===== config.mk =====
export PLATFORM = sky130hd
export DESIGN_NAME = param_fifo
export DESIGN_NICKNAME = d
export VERILOG_FILES = /design/src/rtl/param_fifo.sv
export SDC_FILE = /design/constraint.sdc
export NUM_CORES = 1
export LEC_CHECK = 0
export CAP_MARGIN = 20
export CORE_MARGIN = 3
export CORE_UTILIZATION = 35
export DETAILED_ROUTE_END_ITERATION = 6
export GPL_ROUTABILITY_DRIVEN = 0
export PLACE_DENSITY_LB_ADDON = 0.12
export RECOVER_POWER = 100
export SLEW_MARGIN = 10
export SYNTH_ARGS = -nofsm -noshare
export SYNTH_HDL_FRONTEND = slang
export SYNTH_SLANG_ARGS = --single-unit
export TNS_END_PERCENT = 5

===== constraint.sdc =====
create_clock -name Clk -period 2.75 [get_ports Clk]
set_input_delay 0.825 -clock Clk [delete_from_list [all_inputs] [get_ports Clk]]
set_output_delay 0.825 -clock Clk [all_outputs]
set_load 0.02 [all_outputs]

===== src/rtl/param_fifo.sv =====
// Parametrised first-word-fall-through FIFO with occupancy count, programmable
// almost-full/almost-empty thresholds, synchronous flush and sticky error flags.
module param_fifo #(
    parameter int WIDTH      = 16,
    parameter int DEPTH      = 4,
    parameter int AFULL_LVL  = 3,
    parameter int AEMPTY_LVL = 1
) (
    input  logic                     Clk,
    input  logic                     Rst,
    input  logic                     Flush,
    input  logic [WIDTH-1:0]         DataIn,
    input  logic                     Enqueue,
    input  logic                     Dequeue,
    output logic [WIDTH-1:0]         DataOut,
    output logic                     Empty,
    output logic                     Full,
    output logic                     AlmostEmpty,
    output logic                     AlmostFull,
    output logic [$clog2(DEPTH):0]   Count,
    output logic                     Overflow,
    output logic                     Underflow
);

    localparam int AW = $clog2(DEPTH);
    localparam int CW = AW + 1;

    logic [DEPTH-1:0][WIDTH-1:0] mem;
    logic [AW-1:0]               wr_ptr, rd_ptr;
    logic [CW-1:0]               cnt;
    logic                        ovf, unf;
    logic                        push_ok, pop_ok;

    // Status is a pure function of registered state, so request inputs never
    // reach the status outputs combinationally.
    assign Empty       = (cnt == '0);
    assign Full        = (cnt == CW'(DEPTH));
    assign AlmostEmpty = (cnt <= CW'(AEMPTY_LVL));
    assign AlmostFull  = (cnt >= CW'(AFULL_LVL));
    assign Count       = cnt;
    assign Overflow    = ovf;
    assign Underflow   = unf;
    assign DataOut     = Empty ? '0 : mem[rd_ptr];

    // A full FIFO still takes a push when the head leaves on the same edge.
    assign push_ok = Enqueue & (~Full | Dequeue);
    assign pop_ok  = Dequeue & ~Empty;

    always_ff @(posedge Clk) begin
        if (push_ok && !Flush) mem[wr_ptr] <= DataIn;
    end

    always_ff @(posedge Clk or negedge Rst) begin
        if (!Rst) begin
            wr_ptr <= '0;
            rd_ptr <= '0;
            cnt    <= '0;
            ovf    <= 1'b0;
            unf    <= 1'b0;
        end else if (Flush) begin
            wr_ptr <= '0;
            rd_ptr <= '0;
            cnt    <= '0;
            ovf    <= 1'b0;
            unf    <= 1'b0;
        end else begin
            if (push_ok) wr_ptr <= wr_ptr + AW'(1);
            if (pop_ok)  rd_ptr <= rd_ptr + AW'(1);
            case ({push_ok, pop_ok})
                2'b10:   cnt <= cnt + CW'(1);
                2'b01:   cnt <= cnt - CW'(1);
                default: cnt <= cnt;
            endcase
            if (Enqueue && Full && !Dequeue) ovf <= 1'b1;
            if (Dequeue && Empty)            unf <= 1'b1;
        end
    end

endmodule


# Word level (Yosys, flattened, before mapping)
# Index checks and enable logic that the tools add are counted.
[op_classes] addsub=4 magnitude_cmp=5 eq_ne=3 n_mux=16 n_bitwise=5 reduce_logical=13
[ops] op="64-bit bitwise mux" count=1
[ops] op="16-bit two-way mux" count=3
[ops] op="16-bit binary-select mux with 2-bit select" count=1
[ops] op="16-bit demux with 2-bit select" count=1
[ops] op="2-bit two-way mux" count=4
[ops] op="2-bit nonzero test" count=4
[ops] op="2-bit by 3-bit less-than comparator with 1-bit output, second input constant" count=2
[ops] op="3-bit one-hot mux with 2 select lines" count=1
[ops] op="1-bit logical AND" count=5
[ops] op="2-bit by 1-bit adder with 2-bit output, second input constant" count=2
[ops] op="1-bit two-way mux" count=4
[ops] op="3-bit by 1-bit adder with 3-bit output, second input constant" count=1
[ops] op="3-bit equality test, second input constant" count=1
[ops] op="3-bit by 2-bit >= comparator with 1-bit output, second input constant" count=1
[ops] op="3-bit by 1-bit less-or-equal comparator with 1-bit output, second input constant" count=1
[ops] op="3-bit zero test" count=1
[ops] op="3-bit two-way mux" count=1
[ops] op="3-bit nonzero test" count=1
[ops] op="3-bit by 1-bit subtractor with 3-bit output, second input constant" count=1
[ops] op="1-bit AND" count=2
[ops] op="2-bit by 1-bit equality test with 1-bit output, second input constant" count=1
[ops] op="2-bit equality test, second input constant" count=1
[ops] op="2-bit by 1-bit >= comparator with 1-bit output, second input constant" count=1
[ops] op="1-bit zero test" count=2
[ops] op="2 further kinds" count=3
[word_totals] reg_bits=73 output_inout_bits=25

# Depth between registers and ports, before layout
[logic_depth] depth_word=7 mapped_depth=8 mapped_depth_nobuf=7

# Least setup slack after synthesis
# Ideal clock, no wire load.
[synth_path] kind="register to output" from="register cnt[1] (netlist: Count[1])" to="output DataOut[10]" arrival_time_ns=1.609 required_ns=1.925 setup_slack_ns=0.316 path_stages_with_launch=7 path_cell_list="dfrtp_1 > inv_1 > ha_1 > nand2b_1 > clkbuf_2 > clkbuf_1 > and2_1"
[synth_between] elab_chain_cells=2
[synth_lines] element="start, declared" line_no="30" source="logic [CW-1:0] cnt;"
[synth_lines] element="start signal, assigned" line_no="70" source="2'b10: cnt <= cnt + CW'(1);"
[synth_lines] element="start signal, assigned" line_no="71" source="2'b01: cnt <= cnt - CW'(1);"
[synth_lines] element="start signal, assigned" line_no="72" source="default: cnt <= cnt;"
[synth_lines] element="3-bit zero test" line_no="36" source="assign Empty = (cnt == '0);"
[synth_lines] element="16-bit two-way mux" line_no="43" source="assign DataOut = Empty ? '0 : mem[rd_ptr];"
[synth_lines] element="end, declared" line_no="15" source="output logic [WIDTH-1:0] DataOut,"
# No other way between the ends.

# Worst setup path after layout
[layout_path] from="register rd_ptr[0]" to="output DataOut[10]"
[layout_between] elab_chain_cells=3
[layout_lines] element="start, declared" line_no="29" source="logic [AW-1:0] wr_ptr, rd_ptr;"
[layout_lines] element="start signal, assigned" line_no="68" source="if (pop_ok) rd_ptr <= rd_ptr + AW'(1);"
[layout_lines] element="16-bit binary-select mux with 2-bit select" line_no="43"
[layout_lines] element="16-bit two-way mux (not written as such)" line_no="43"
[layout_lines] element="16-bit two-way mux" line_no="43"
# No other way between the ends. The select of a mux whose other input is x is not followed.

==> results_dict.tcl <==
set metrics [dict create \
    finalHoldViolCount 0 \
    synth.avg_cell_area_um2 17.2 \
    synth_area_mm2 0.00314 \
    die_area_mm2 0.0101 \
    synthCells 183 \
    seqCellArea_mm2 0.00215 \
    overflow 0 \
    htreeDepth 3 \
    synth_nets 213 \
    postCtsSetupBuffers 0 \
    ir_worst_vdd_uv 469 \
    grt_pass1_wl_um 9240 \
    synth_top_family_by_area "multiplexers" \
    power.total_mw 3.62 \
    fin_area_mm2 0.00389 \
    yosys_warnings 0 \
    p_leak_nw 1.42 \
    status "complete, no violations" \
    portBuffers 45 \
    grt_pass1_vias 1754 \
    hold_class "reg2reg" \
    crit_path_end_kind "output pin" \
    cts_root_buf "clkbuf_8" \
    worst_pin_slew_ns 0.604 \
    slew_headroom_pct 59.3 \
    setup_slack_ns 0.0446 \
    start_kind "flop" \
    synth-xor-area-share_pct 1.12 \
    crit_start "rd_ptr[0]" \
    maxSlewViolCount 0 \
    arrival_ns 1.88 \
    synthAdderAreaFrac_pct 3.58 \
    drc 0 \
    final_core_util_pct 46.0 \
    wl_per_cell_um 16.4 \
    timing.fmax_ghz 0.370 \
    start_util_pct 37.1 \
    grt_usage_pct 12.4 \
    skew_ns 0.0132 \
    area_growth_pct 23.8 \
    die_w_um 101 \
    max-clock-path-buffers 2 \
    synth_compound_area_share_pct 3.31 \
    cp_max_fo 12 \
    numCtsBuffers 9 \
    hold_start "Underflow" \
    r2r_start "Count[0]" \
    clk_pin_slew_ns 0.08 \
    fin_crit_sh_pct 98.4 \
    powerDensity_mw_per_mm2 930 \
    first_pass_iters 4 \
    fin_crit_ns 2.71 \
    setup_viol 0 \
    fill_cells 749 \
    ios 46 \
    final_nets 276 \
    synth_cell_types 30 \
    cts_tree "done" \
    fp-row-count 33 \
    worstPathRequired_ns 1.93 \
    antenna_found_initial 1 \
    core_area_mm2 0.00846 \
    cts_sinks 73 \
    synthSimpleGateAreaFrac_pct 7.41 \
    finalWirelength_um 5870 \
    crit_type "reg2out" \
    place_ws_ns 0.119 \
    grt_max_degree 17 \
    viasPerCell 4.85 \
    multi_input_area_um2 892 \
    synthMuxAreaShare_pct 13.1 \
    dp_hpwl_um 3810 \
    num_vias 1731 \
    maxCapViolCount 0 \
    drtIter0Drc 72 \
    ant_nets 0 \
    clk_latency_ns 0.34 \
    ys_ff_latch 73 \
    yosysSeqAreaShare_pct 68.3 \
    placed_area_mm2 0.00384 \
    drive_above_1_share_pct 19.9 \
    rsz0062_at_grt "yes" \
    die_h_um 101 \
]
==> layout make-up <==
cell class / count / area share [%]
clock inverter: 6 / 1.74
sequential: 73 / 55.2
antenna: 1 / 0.0643
inverter: 8 / 0.772
clock buffer: 10 / 3.28
timing repair buffer: 62 / 12.6
multi-input combinational: 92 / 22.9
tap: 105 / 3.38
==> worst max-delay path, cell delays in order, from the launching register on <==
cell and delay (ns):
dfrtp_1 0.41, buf_12 0.18, mux4_2 0.52, and2_1 0.17, clkdlybuf4s15_1 0.27
==> per-stage QoR <==
step	hold slack, ns	setup TNS, ns	instances
after CTS	0.509	-0.175	356
after detailed placement	0.492	0	340
after global routing	0.540	-0.0490	357
after floorplan	0.529	0	183
final	0.500	0	357
after global placement	0.483	0	340
==> synthesized netlist by cell type <==
cell	instances	area, um^2
a21oi_1	7	35.0
inv_1	8	30.0
ha_1	9	113
buf_6	1	11.3
nand3_1	3	15.0
clkbuf_2	1	5.00
mux4_1	8	210
a2111o_1	1	11.3
nor3b_1	1	7.51
a21o_1	1	7.51
xor2_1	1	8.76
and3b_2	1	10.0
a31oi_1	2	12.5
edfxtp_1	64	1920
o21ai_0	5	25.0
and2_1	20	125
buf_2	5	25.0
o21ai_1	1	5.00
dfrtp_1	9	225
o31ai_1	1	7.51
nor2_1	13	48.8
nand2b_1	1	6.26
buf_12	1	20.0
mux2i_1	1	10.0
nand2_1	2	7.51
clkbuf_1	2	7.51
mux4_2	8	180
nor2b_1	2	12.5
mux2_2	1	11.3
xnor2_1	3	26.3
==> registers in the layout (all words and copies together), names as in the netlist <==
signal / count
Overflow: 1
wr_ptr: 2
rd_ptr: 2
mem: 64
Underflow: 1
Count: 3
==> worst paths after layout <==
kind | to | slack (ns) | cells past startpoint
worst min register to register | Underflow | 0.50 | 2
worst max-delay path | DataOut[10] | 0.04 | 4
worst min-delay path | Underflow | 0.50 | 2
min in group asynchronous | rd_ptr[1] | 0.88 | 1
worst max register to register | mem[31] | 0.27 | 8
max in group asynchronous | Count[2] | 1.55 | 1
==> kinds of logic after synthesis <==
kind of cell | after synthesis
flip-flops | 73
AND/OR/NAND/NOR | 43
AO/OA/AOI/OAI | 18
buffers and inverters | 18
multiplexers | 18
adder cells (fa/ha/maj) | 9
XOR/XNOR | 4
==> routing by layer <==
layer  vias to the layer above  global-route usage (%)  routed length, um
met5                         -                       0                  0
met2                        55                    18.5               2750
met4                         0                    5.28                 44
li1                        821                       -                  -
met1                       851                    17.0               2660
met3                         4                    3.39                426
==> repair_timing <==
action                                 CTS  global route
endpoints found under the hold margin    0             0
setup endpoints to repair               19            16
pin swaps                                0             0
gates cloned                             0             0
hold buffers                             0             0
gates resized for setup                 28            28
==> placed cells by master, fill, tap and decap left out, types with 8 or more instances in the layout <==
cell / count
edfxtp_1: 64
dlygate4sd3_1: 23
clkbuf_2: 14
nor2_1: 13
and2_1: 12
dfrtp_1: 9
mux4_2: 9
ha_1: 9
clkbuf_8: 9
buf_4: 9
inv_1: 8
and2_0: 8
clkbuf_1: 8
==> power breakdown <==
group / internal [mW] / switching (mW) / total [mW]
logic: 0.654 / 0.824 / 1.48
clock network: 0.423 / 0.398 / 0.821
registers: 1.28 / 0.0397 / 1.32
total: 2.36 / 1.26 / 3.62
Note: power is estimated with default switching activity, not from simulation.
